===== config.mk =====
export PLATFORM = sky130hd
export DESIGN_NAME = wrr_arbiter
export DESIGN_NICKNAME = d
export VERILOG_FILES = /design/src/rtl/wrr_pkg.sv /design/src/rtl/wrr_arbiter_rr_pick.sv /design/src/rtl/wrr_arbiter.sv
export SDC_FILE = /design/constraint.sdc
export NUM_CORES = 1
export LEC_CHECK = 0
export CORE_UTILIZATION = 46
export CTS_CLUSTER_DIAMETER = 60
export DETAILED_ROUTE_END_ITERATION = 8
export PLACE_DENSITY = 0.81
export SETUP_SLACK_MARGIN = 0.15
export SYNTH_ARGS = -nofsm -noshare
export SYNTH_HDL_FRONTEND = slang
export SYNTH_SLANG_ARGS = --single-unit
export TNS_END_PERCENT = 5

===== constraint.sdc =====
create_clock -name clk -period 4.4 [get_ports clk]
set_clock_uncertainty 0.2 [all_clocks]
set_input_delay 0.66 -clock clk [delete_from_list [all_inputs] [get_ports clk]]
set_output_delay 0.66 -clock clk [all_outputs]
set_load 0.02 [all_outputs]

===== src/rtl/wrr_pkg.sv =====
// Shared types and helpers for the weighted round-robin arbiter.
// Helpers operate on maximum-width vectors so they serve any port count and weight width.
package wrr_pkg;

    typedef enum logic {IDLE, GRANT} state_t;

    localparam int MAX_PORTS    = 32;
    localparam int MAX_WEIGHT_W = 16;

    function automatic int onehot_to_idx(input logic [MAX_PORTS-1:0] oh);
        int idx;
        idx = 0;
        for (int i = 0; i < MAX_PORTS; i++) begin
            if (oh[i]) begin
                idx = idx | i;
            end
        end
        return idx;
    endfunction

    // Port idx owns bits [idx*weight_w +: weight_w] of the packed weight vector.
    function automatic int weight_sel(input logic [MAX_PORTS*MAX_WEIGHT_W-1:0] weights,
                                      input int weight_w, input int idx);
        int w;
        w = 0;
        for (int b = 0; b < MAX_WEIGHT_W; b++) begin
            if (b < weight_w && weights[idx*weight_w + b]) begin
                w = w | (1 << b);
            end
        end
        return w;
    endfunction

endpackage


===== src/rtl/wrr_arbiter_rr_pick.sv =====
// Combinational rotating-priority picker: first eligible port at or after ptr, wrapping.
// Zero latency; found is low only when no port is eligible.
module rr_pick
    import wrr_pkg::*;
#(
    parameter int NUM_PORTS = 4,
    parameter int IDX_W     = $clog2(NUM_PORTS)
) (
    input  logic [NUM_PORTS-1:0] elig,
    input  logic [IDX_W-1:0]     ptr,
    output logic                 found,
    output logic [IDX_W-1:0]     idx
);

    logic [2*NUM_PORTS-1:0] dbl;
    logic [2*NUM_PORTS-1:0] keep;
    logic [2*NUM_PORTS-1:0] masked;
    logic [2*NUM_PORTS-1:0] first;
    logic [NUM_PORTS-1:0]   folded;

    // Low copy only keeps ports at or above ptr; the high copy supplies the wrapped ones.
    always_comb begin
        keep = '0;
        for (int i = 0; i < 2*NUM_PORTS; i++) begin
            keep[i] = (i >= NUM_PORTS) || (i >= int'(ptr));
        end
    end

    assign dbl    = {elig, elig};
    assign masked = dbl & keep;
    assign first  = masked & (~masked + (2*NUM_PORTS)'(1));
    assign folded = first[NUM_PORTS-1:0] | first[2*NUM_PORTS-1:NUM_PORTS];
    assign found  = |elig;
    assign idx    = IDX_W'(onehot_to_idx(MAX_PORTS'(folded)));

endmodule


===== src/rtl/wrr_arbiter.sv =====
// Weighted round-robin arbiter: grants one port for up to weight packets per turn.
// Grant appears 1 cycle after request; one idle cycle separates consecutive grants.
module wrr_arbiter
    import wrr_pkg::*;
#(
    parameter  int NUM_PORTS = 4,
    parameter  int WEIGHT_W  = 4,
    localparam int IDX_W     = $clog2(NUM_PORTS)
) (
    input  logic                          clk,
    input  logic                          reset,
    input  logic [NUM_PORTS-1:0]          req_i,
    input  logic [NUM_PORTS-1:0]          mask_i,
    input  logic [NUM_PORTS*WEIGHT_W-1:0] weight_i,
    input  logic                          ack_i,
    input  logic                          last_i,
    output logic [NUM_PORTS-1:0]          gnt_o,
    output logic [IDX_W-1:0]              gnt_id_o,
    output logic                          gnt_valid_o
);

    state_t               state;
    logic [IDX_W-1:0]     ptr;
    logic [WEIGHT_W-1:0]  credit;
    logic [NUM_PORTS-1:0] elig;
    logic                 pick_found;
    logic [IDX_W-1:0]     pick_idx;
    logic [WEIGHT_W-1:0]  pick_weight;
    logic                 own_req;
    logic                 release_now;

    assign elig        = req_i & ~mask_i;
    assign pick_weight = WEIGHT_W'(weight_sel((MAX_PORTS*MAX_WEIGHT_W)'(weight_i),
                                              WEIGHT_W, int'(pick_idx)));
    assign own_req     = req_i[gnt_id_o];
    assign gnt_valid_o = |gnt_o;

    rr_pick #(
        .NUM_PORTS (NUM_PORTS),
        .IDX_W     (IDX_W)
    ) u_pick (
        .elig  (elig),
        .ptr   (ptr),
        .found (pick_found),
        .idx   (pick_idx)
    );

    // A withdrawn request without an ack ends the turn without charging credit.
    always_comb begin
        release_now = 1'b0;
        if (ack_i && last_i) begin
            release_now = !(credit > WEIGHT_W'(1) && own_req);
        end else if (!ack_i && !own_req) begin
            release_now = 1'b1;
        end
    end

    always_ff @(posedge clk or posedge reset) begin
        if (reset) begin
            state    <= IDLE;
            ptr      <= '0;
            credit   <= '0;
            gnt_o    <= '0;
            gnt_id_o <= '0;
        end else begin
            case (state)
                IDLE: begin
                    if (pick_found) begin
                        gnt_o    <= NUM_PORTS'(1) << pick_idx;
                        gnt_id_o <= pick_idx;
                        credit   <= (pick_weight == '0) ? WEIGHT_W'(1) : pick_weight;
                        state    <= GRANT;
                    end
                end
                GRANT: begin
                    if (release_now) begin
                        gnt_o    <= '0;
                        gnt_id_o <= '0;
                        ptr      <= (gnt_id_o == IDX_W'(NUM_PORTS-1)) ? '0
                                                                      : gnt_id_o + IDX_W'(1);
                        state    <= IDLE;
                    end else if (ack_i && last_i) begin
                        credit <= credit - WEIGHT_W'(1);
                    end
                end
                default: state <= IDLE;
            endcase
        end
    end

endmodule


# ---- Word level (Yosys, flattened, before mapping)
# Cells that the tools add are included.
dict set report classes {
  n_addsub 6
  n_eq_ne 5
  n_bitwise 7
  n_shift 1
  reduce_logical 12
  muxes 37
  n_lt_le_gt_ge 9
}
# op count
set op_table {}
lappend op_table {{$lt A5 B10 Y1 const B} 3}
lappend op_table {{$mux W4} 7}
lappend op_table {{$bmux W1 S9} 3}
lappend op_table {{$and A8 B8 Y8} 2}
lappend op_table {{$pmux W4 S2} 2}
lappend op_table {{$mux W1} 14}
lappend op_table {{$mux W2} 6}
lappend op_table {{$add A4 B2 Y5 const B} 2}
lappend op_table {{$lt A4 B10 Y1 const B} 1}
lappend op_table {{$add A8 B1 Y8 const B} 1}
lappend op_table {{$not A8 Y8} 1}
lappend op_table {{$reduce_or A4 Y1} 2}
lappend op_table {{$add A4 B1 Y5 const B} 1}
lappend op_table {{$and A4 B4 Y4} 1}
lappend op_table {{$bmux W1 S2} 2}
lappend op_table {{$ge A1 B2 Y1 const A} 2}
lappend op_table {{$gt A4 B1 Y1 const B} 1}
lappend op_table {{$logic_not A4 Y1} 1}
lappend op_table {{$ne A2 B1 Y1 const B} 2}
lappend op_table {{$ne A2 B2 Y1 const B} 2}
lappend op_table {{$not A4 Y4} 1}
lappend op_table {{$or A4 B4 Y4} 1}
lappend op_table {{$pmux W2 S2} 1}
lappend op_table {{$reduce_and A2 Y1} 2}
lappend op_table {{12 further kinds} 16}
dict set report totals {
  reg_bits 13
  out_inout_bits 7
}

# ---- Depth between registers and ports, before layout
# Gate-level depths: netlist of the first run.
dict set report depth {
  ltp_word 21
  mapped_depth 8
  ltp_nobuf 8
}

# ---- Hierarchy
# Synthesis of the first run repeated with hierarchy kept, for this count alone.
dict set report hier_totals {
  hier_cells 94
  area_unflattened_um2 934.6
}
# module cells_each instances area_each_um2 seq_area_each_um2
set by_module_without_submodules {}
lappend by_module_without_submodules {wrr_arbiter 81 1 857.1 325.3}
lappend by_module_without_submodules {rr_pick 13 1 77.6 0.0}

# ---- Worst setup path before layout of the first run
# Ideal clock, no wire load.
dict set report synth_timing {
  path_kind {input -> register}
  start {in req_i[1]}
  end {reg ptr[0]}
  required_ns 4.075
  t_arrival_ns 1.900
  setup_ns 0.125
  setup_slack_ns 2.176
  path_stages 5
  cell_sequence {mux4_1 -> o41ai_2 -> o211a_1 -> buf_4 -> mux2_2}
}
dict set report synth_between {
  elab_chain_len 7
}
# element line_no
set synth_lines {}
lappend synth_lines {{start: declaration} wrr_arbiter.sv:12} ;# input logic [NUM_PORTS-1:0] req_i,
lappend synth_lines {{$bmux W1 S2 *} wrr_arbiter.sv:35} ;# assign own_req = req_i[gnt_id_o];
lappend synth_lines {{$mux W1 (not written as such) *} wrr_arbiter.sv:35}
lappend synth_lines {{$logic_not A1 Y1} wrr_arbiter.sv:53} ;# end else if (!ack_i && !own_req) begin
lappend synth_lines {{$logic_and A1 B1 Y1} wrr_arbiter.sv:53}
lappend synth_lines {{$mux W1} wrr_arbiter.sv:53}
lappend synth_lines {{$mux W1 *} wrr_arbiter.sv:51} ;# if (ack_i && last_i) begin
lappend synth_lines {{$reduce_and A2 Y1 (no source line) *} n/a}
lappend synth_lines {{end signal: assignment} wrr_arbiter.sv:79} ;# ptr <= (gnt_id_o == IDX_W'(NUM_PORTS-1)) ? '0
lappend synth_lines {{end: declaration} wrr_arbiter.sv:23} ;# logic [IDX_W-1:0] ptr;
# Every way passes the cells marked *; elsewhere a longest branch is shown, timed or not. The select of a mux whose other input is x is not followed.
# A chain may end at the register's enable or synchronous reset.

# ---- Final worst setup path of the first run
dict set report layout_timing {
  start {in req_i[3]}
  end {reg credit[2]}
}
dict set report layout_between {
  elab_chain_len 20
}
# element line_no
set layout_lines {}
lappend layout_lines {{$and A4 B4 Y4} wrr_arbiter.sv:32} ;# assign elig = req_i & ~mask_i;
lappend layout_lines {{$and A8 B8 Y8} wrr_arbiter_rr_pick.sv:30} ;# assign masked = dbl & keep;
lappend layout_lines {{$not A8 Y8} wrr_arbiter_rr_pick.sv:31} ;# assign first = masked & (~masked + (2*NUM_PORTS)'(1));
lappend layout_lines {{$add A8 B1 Y8} wrr_arbiter_rr_pick.sv:31}
lappend layout_lines {{$and A8 B8 Y8} wrr_arbiter_rr_pick.sv:31}
lappend layout_lines {{$or A4 B4 Y4} wrr_arbiter_rr_pick.sv:32} ;# assign folded = first[NUM_PORTS-1:0] | first[2*NUM_PORTS-1:NUM_PORTS];
lappend layout_lines {{$mux W1} wrr_pkg.sv:14} ;# if (oh[i]) begin
lappend layout_lines {{$mux W2 (2 in a row)} wrr_pkg.sv:14}
lappend layout_lines {{(+2 left out)} n/a}
lappend layout_lines {{$mux W1 (not written as such) (2 in a row)} wrr_pkg.sv:27} ;# if (b < weight_w && weights[idx*weight_w + b]) begin
lappend layout_lines {{$mux W2} wrr_pkg.sv:27}
lappend layout_lines {{$mux W3} wrr_pkg.sv:27}
lappend layout_lines {{$mux W4} wrr_pkg.sv:27}
lappend layout_lines {{$logic_not A4 Y1} wrr_arbiter.sv:71} ;# credit <= (pick_weight == '0) ? WEIGHT_W'(1) : pick_weight;
lappend layout_lines {{$mux W4} wrr_arbiter.sv:71}
lappend layout_lines {{$mux W4} wrr_arbiter.sv:68} ;# if (pick_found) begin
lappend layout_lines {{$pmux W4 S2} wrr_arbiter.sv:66} ;# case (state)
lappend layout_lines {{end signal: assignment} wrr_arbiter.sv:71}
lappend layout_lines {{end signal: assignment} wrr_arbiter.sv:83} ;# credit <= credit - WEIGHT_W'(1);
lappend layout_lines {{end: declaration} wrr_arbiter.sv:24} ;# logic [WEIGHT_W-1:0] credit;
# Several ways; a longest one is shown, not always the timed one. The select of a mux whose other input is x is not followed.

==> summary.md, run 1 <==
| Metric | Value |
|---|---|
| First-pass GRT wire length | 4290 um |
| Origin of the critical flop-to-flop path | gnt_id_o[0]$_DFFE_PP0P_ |
| Final Hold Fails | 0 |
| Total design power | 709 uW |
| Pwr/cell area | 508 nW/um2 |
| VDD IR-drop max | 0.000334 V |
| Iteration count of the initial detailed-routing pass | 4 |
| Primary FF master, synth | dfrtp_1 |
| Cells after Synth | 102 |
| Highest Clock Rate | 379 MHz |
| Status | finished clean |
| CP Capture Type | flip-flop |
| Mean Syn Cell Area | 9.85 um2 |
| Initial core utilization | 50.2% |
| Setup_tns | 0 ps |
| Unrepaired setup endpoints after global routing | false |
| Worst R2R Setup Slack | 2170 ps |
| Pleak | 0.579 nW |
| CP Capture Point | credit[2]$_DFFE_PP0P_ |
| Share of cells above drive strength 1 | 12.3% |
| Crit start category | input port |
| Worst reg2reg path endpoint | ptr[0]$_DFFE_PP0P_ |
| Slew @ Worst Pin | 511 ps |
| Number of flops mapped to enable cells by yosys | 0 |
| Pins Over Slew Limit | 0 |
| Worst Path Required | 4430 ps |
| Final RePlAce weighted congestion | 0.843 |
| Worst R2R Path Depth | 4 |
| Standard-cell row count | 16 |
| Cts bufs inserted | 3 |
| Layout net count | 170 |
| IO Port Bufs | 34 |
| Count of cell types in the netlist | 46 |
| Via count | 987 |
| CTS root buffer | clkbuf_4 |
| Post-Layout Cell Count | 165 |
| Die H | 48.7 um |
| Max_slew headroom | 65.9% |
| Vias per std cell | 5.98 |
| Detailed Route WL | 2520 um |
| Mapped Area | 1000 um2 |
| Clock buffer depth | 2 |
| NetSw | 308 uW |
| FFs w/ async S/R, synth | 100% |
| Max Cap Violations | 0 |
| Flop pwr share | 31.5% |
| Total Die Area | 2380 um2 |
| Core Area | 2000 um2 |
| Layout area overhead | 38.9% |
| Initial antenna violation count | 0 |
| Final HPWL DP | 1950 um |
| WP data arrival | 2670 ps |
| TritonCTS Sinks | 13 |
| # DRC | 0 |
| Dpl cells | 161 |
| Critical path peak fanout | 5 |
| Tcrit/Tclk final | 60.0% |
| Largest net degree at the start of global routing | 17 |
| Clock slew at reported path FFs | 80 ps |
| Overall Global Routing Usage | 24.0% |
| Internal cell power | 401 uW |
| Flops & latches, synth | 13 |
| Clock Latency Late Sink | 290 ps |
| Vias in the first global route | 928 |
| DR iter-0 viols | 19 |
| Logic pwr share | 57.5% |
| Die width | 48.7 um |
| Syn_nets | 133 |
| Sequential share of the synthesized area | 32.4% |
| Detail Route Antenna Nets | 0 |
| Synthesis Warnings | 0 |
| Clock power share | 11.0% |
| CP startpoint | req_i[3] |
| Setup-failing EPs final | 0 |
| Post-CTS sizing | 0 |
| HP Class | reg2reg |
| Critical path class | in2reg |
| Minimum clock period | 2640 ps |
| Routed wire length per instance | 15.3 um |
| Grt total ovfl | 0 |
| Post-CTS Setup Inserts | 0 |
| Sw Share | 43.5% |
| Post-CTS Hold Buffers | 0 |
| Num ports | 35 |
| Antenna diodes | 0 |
| Clock H-tree levels | 1 |
| CTS tree | done |
-- critical path, stage by stage --
cell	delay [ps]
clkdlybuf4s50_1	470
nor2b_2	300
o221ai_1	190
a21oi_1	400
nor2_1	120
a22oi_1	290
o221a_2	230
-- cell usage after synthesis (2+ instances only) --
| cell | number | share of area [%] |
|---|---|---|
| nand2b_1 | 3 | 1.9 |
| or4_1 | 2 | 1.5 |
| a22oi_1 | 2 | 1.5 |
| nand2_1 | 9 | 3.4 |
| mux2i_1 | 7 | 7.0 |
| dfrtp_1 | 13 | 32 |
| o221ai_1 | 2 | 1.7 |
| o22ai_1 | 3 | 1.9 |
| inv_1 | 6 | 2.2 |
| ha_1 | 3 | 3.7 |
| buf_4 | 2 | 1.5 |
| o32ai_1 | 3 | 2.6 |
| o21ai_0 | 4 | 2.0 |
| nor2_1 | 7 | 2.6 |
| nand3_1 | 2 | 1.0 |
| nor2b_2 | 2 | 1.7 |
| a21oi_1 | 3 | 1.5 |
-- cells in the final DEF (no fill, tap or decap), types with 2 or more instances in the layout --
cell type / count
ha_1: 3
a21oi_1: 3
clkdlybuf4s50_1: 34
dfrtp_1: 13
or4_1: 2
nor2b_2: 2
o221ai_1: 2
clkbuf_4: 3
o21ai_0: 4
o32ai_1: 3
nor2_1: 7
nand3_1: 2
o22ai_1: 3
nand2_1: 9
a22oi_1: 2
mux2i_1: 7
nand2b_1: 3
inv_1: 6
-- cell families (layout without fill, tap and decap cells) --
kind of cell | count (synthesis) | count (layout) | synth area share (%)
AOI/OAI and AO/OA | 35 | 35 | 30.6
adders and majority gates | 3 | 3 | 3.74
buffers and inverters | 9 | 45 | 4.11
DFF | 13 | 13 | 32.4
muxes | 9 | 9 | 10.7
and+or+nand+nor | 33 | 33 | 18.4
-- registers in the layout, indices dropped and copies added (netlist names) --
register and flops:
ptr 2, credit 4, state 1, gnt_o 4
gnt_id_o 2
-- stage by stage --
step	utilization (%)	setup WS (ps)	instance area (um2)	hold WS, ps
floorplan	-	2180	1000	305
global placement	68.3	1510	1370	335
detailed placement	68.3	1450	1370	342
CTS	69.7	1700	1400	357
global route	69.7	1570	1400	389
finish	69.7	1760	1400	365
-- power groups by stage --
stage                     combinational (mW)  sequential [mW]  clock [mW]
final                                  0.408            0.223      0.0783
after global routing                   0.447            0.229      0.0815
after CTS                              0.410            0.223      0.0783
after detailed placement               0.408            0.225           0
after global placement                 0.398            0.225           0
after floorplan                        0.257            0.236           0
-- worst min-delay path by stage --
stage,startpoint,end,slack (ps),cells after the start
after detailed placement,gnt_o[3]$_DFFE_PP0P_,gnt_o[3]$_DFFE_PP0P_,340,2
after CTS,gnt_o[3]$_DFFE_PP0P_,gnt_o[3]$_DFFE_PP0P_,360,2
final,credit[1]$_DFFE_PP0P_,credit[1]$_DFFE_PP0P_,370,1
after floorplan,credit[1]$_DFFE_PP0P_,credit[1]$_DFFE_PP0P_,300,1
after global placement,credit[1]$_DFFE_PP0P_,credit[1]$_DFFE_PP0P_,330,1
after global routing,gnt_o[3]$_DFFE_PP0P_,gnt_o[3]$_DFFE_PP0P_,390,2
-- per-layer routing --
metal | vias to the layer above | GRT usage, % | routed length [um]
met1 | 492 | 30.2 | 1130
met4 | 0 | 9.31 | 23
met3 | 2 | 3.14 | 69
li1 | 471 | - | -
met5 | - | 0 | 0
met2 | 22 | 41.4 | 1300
-- cell type report --
class	instances	area, um2
clock buffers	3	22.5
repair buffers	35	348
flip-flops and latches	13	325
multi-input cells	80	638
inverters	6	22.5
fillers	162	607
clock inverters	1	5.00
well taps	27	33.8
Note: power is estimated with default switching activity, not from simulation.
==> inputs of run 2 (changes only) <==
Settings changed: CORE_UTILIZATION 46 to 40, PLACE_DENSITY 0.81 to 0.75.
Clock period 4.4 ns to 2.2 ns, I/O delays scaled along.
==> run 2 against run 1 <==
Against the previous run: non-clock buffer count is 21 higher; worst hold slack worse by 200 ps; final cell count grew 13%; global-route usage up 0.61 points; via count is 8.4% higher; clock-buffer cell count is the same; clock power is 100% higher; critical path type is now reg2reg; routed wire length up 19%; core utilization up 1.2 points; die area up 14%; critical path depth decreased by 1; flip-flop and latch count stayed put.
==> summary.md, run 2 (synthesized netlist as in run 1, its figures left out) <==
| Metric | Value |
|---|---|
| Clock Latency Late Sink | 290 ps (about the same) |
| Tcrit/Tclk final | 93.6% |
| Final Hold Fails | 0 (unchanged) |
| Status | finished clean (unchanged) |
| Layout area overhead | 62.1% (was 38.9%) |
| Clock H-tree levels | 1 (unchanged) |
| First-pass GRT wire length | 4800 um (was 4290 um) |
| Met1 Usage GRT | 27.3% (was 30.2%) |
| Critical path class | reg2reg (was in2reg) |
| Layout net count | 191 (was 170) |
| Detailed Route WL | 3010 um (was 2520 um) |
| Pins Over Slew Limit | 0 (unchanged) |
| Worst Hold Slack | 162 ps (was 365 ps) |
| Util after Layout | 70.9% (was 69.7%) |
| TritonCTS Sinks | 13 (unchanged) |
| Max Cap Violations | 0 (unchanged) |
| Highest Clock Rate | 485 MHz |
| Flop pwr share | 27.4% (was 31.5%) |
| Initial antenna violation count | 0 (unchanged) |
| Slew @ Worst Pin | 504 ps (was 511 ps) |
| IO Port Bufs | 34 (unchanged) |
| Origin of the critical flop-to-flop path | gnt_id_o[0]$_DFFE_PP0P_ (unchanged) |
| Die H | 52.1 um (was 48.7 um) |
| Sw Share | 42.3% (was 43.5%) |
| CP startpoint | gnt_id_o[0]$_DFFE_PP0P_ (was req_i[3]) |
| Most frequent cells in the layout | clkdlybuf4s50_1, buf_4, dfrtp_1, nand2_1, dlygate4sd2_1 (was clkdlybuf4s50_1, dfrtp_1, nand2_1, nor2_1, mux2i_1) |
| CTS tree | done (unchanged) |
| Vias in the first global route | 1045 (was 928) |
| Largest net degree at the start of global routing | 14 (was 17) |
| Worst Path Required | 2180 ps (was 4430 ps) |
| Cts bufs inserted | 3 (unchanged) |
| Largest regs | credit (4), gnt_o (4) (unchanged) |
| Max_slew headroom | 66.3% (was 65.9%) |
| CP Capture Point | credit[0]$_DFFE_PP0P_ (was credit[2]$_DFFE_PP0P_) |
| Routed wire length per instance | 16.1 um (was 15.3 um) |
| Most common cell after layout, fill and taps aside | clkdlybuf4s50_1 (unchanged) |
| Antenna diodes | 0 (unchanged) |
| Minimum clock period | 2060 ps |
| Internal cell power | 952 uW (was 401 uW) |
| Clock buffer depth | 2 (unchanged) |
| Core Area | 2300 um2 (was 2000 um2) |
| Worst R2R Setup Slack | 140 ps (was 2170 ps) |
| Share of cells above drive strength 1 | 34.6% (was 12.3%) |
| CP Capture Type | flip-flop (unchanged) |
| Total Die Area | 2720 um2 (was 2380 um2) |
| Unrepaired setup endpoints after global routing | true (was false) |
| Standard-cell row count | 17 (was 16) |
| Initial core utilization | 43.7% (was 50.2%) |
| Pleak | 0.716 nW (was 0.579 nW) |
| Overall Global Routing Usage | 24.6% (was 24.0%) |
| Die width | 52.1 um (was 48.7 um) |
| Critical path peak fanout | 5 (unchanged) |
| Detail Route Antenna Nets | 0 (unchanged) |
| Crit start category | flip-flop (was input port) |
| Num ports | 35 (unchanged) |
| Pwr/cell area | 1010 nW/um2 (was 508 nW/um2) |
| Worst reg2reg path endpoint | credit[0]$_DFFE_PP0P_ (was ptr[0]$_DFFE_PP0P_) |
| HP Class | in2async (was reg2reg) |
| Vias per std cell | 5.72 (was 5.98) |
| VDD IR-drop max | 0.000778 V (was 0.000334 V) |
| Clock power share | 9.5% (was 11.0%) |
| DR iter-0 viols | 29 (was 19) |
| Setup-failing EPs final | 0 (unchanged) |
| Via count | 1070 (was 987) |
| Clock slew at reported path FFs | 90 ps (was 80 ps) |
| WP data arrival | 2040 ps (was 2670 ps) |
| Logic pwr share | 63.1% (was 57.5%) |
| Final HPWL DP | 2160 um (was 1950 um) |
| Final RePlAce weighted congestion | 0.822 (was 0.843) |
| # DRC | 0 (unchanged) |
| CTS root buffer | clkbuf_4 (unchanged) |
| GRT busiest layer | met2 (unchanged) |
| GR Util met2 | 45.1% (was 41.4%) |
| Grt total ovfl | 0 (unchanged) |
| Grt met3 use | 6.14% (was 3.14%) |
| Worst R2R Path Depth | 6 (was 4) |
| Iteration count of the initial detailed-routing pass | 7 (was 4) |
| NetSw | 699 uW (was 308 uW) |
run 2: final cells by class:
cell class | instances | area (um2)
Clock buffer | 3 | 22.5
Clock inverter | 1 | 5.00
Fill cell | 203 | 668
Inverter | 6 | 22.5
Multi-Input combinational cell | 80 | 716
Sequential cell | 13 | 329
Tap cell | 28 | 35.0
Timing Repair Buffer | 56 | 499
run 2: power groups by stage:
stage | combinational, mW | clock, mW | sequential (mW)
4_1_cts | 0.964 | 0.158 | 0.451
3_3_place_gp | 0.887 | 0 | 0.448
6_report | 1.04 | 0.157 | 0.453
5_1_grt | 1.13 | 0.169 | 0.469
2_1_floorplan | 0.515 | 0 | 0.476
3_5_place_dp | 0.906 | 0 | 0.452
run 2: what timing repair did:
action	in CTS	in global routing
endpoints found under the setup margin	7	13
hold buffers	0	0
resized for setup	21	7
pin swaps	8	7
setup buffers	4	5
run 2: how the worst min path moves through the flow:
stage	start	endpoint	slack (ps)	cells past startpoint
after floorplan	reset	credit[0]$_DFFE_PP0P_	7	1
after global placement	credit[1]$_DFFE_PP0P_	credit[1]$_DFFE_PP0P_	330	1
after detailed placement	gnt_o[2]$_DFFE_PP0P_	gnt_o[2]$_DFFE_PP0P_	350	2
after CTS	reset	gnt_o[0]$_DFFE_PP0P_	200	2
after global routing	reset	gnt_o[0]$_DFFE_PP0P_	230	2
final	reset	credit[3]$_DFFE_PP0P_	160	2
run 2: per-stage QoR:
step                      cells  area, um2  worst slack (ps)  TNS [ps]  total power, mW
after detailed placement    174       1460              -354     -1780             1.36
after CTS                   182       1570               139         0             1.57
after global routing        187       1630              71.9         0             1.77
after floorplan             102       1000               172         0            0.991
final                       187       1630               140         0             1.65
after global placement      174       1460              -244     -1300             1.34
run 2: worst max-delay path, stage by stage (launching register included):
cell,delay [ps]
dfrtp_2,450
mux4_2,380
o41ai_4,90
or4_1,490
o21ai_0,110
a221o_1,150
o31ai_2,70
run 2: per-layer routing:
metal | share of wire (%) | routed length, um | up-vias
met5 | 0 | 0 | -
met4 | 1.8 | 53 | 0
met2 | 52 | 1570 | 41
met1 | 40 | 1210 | 511
li1 | - | - | 509
met3 | 5.7 | 171 | 9
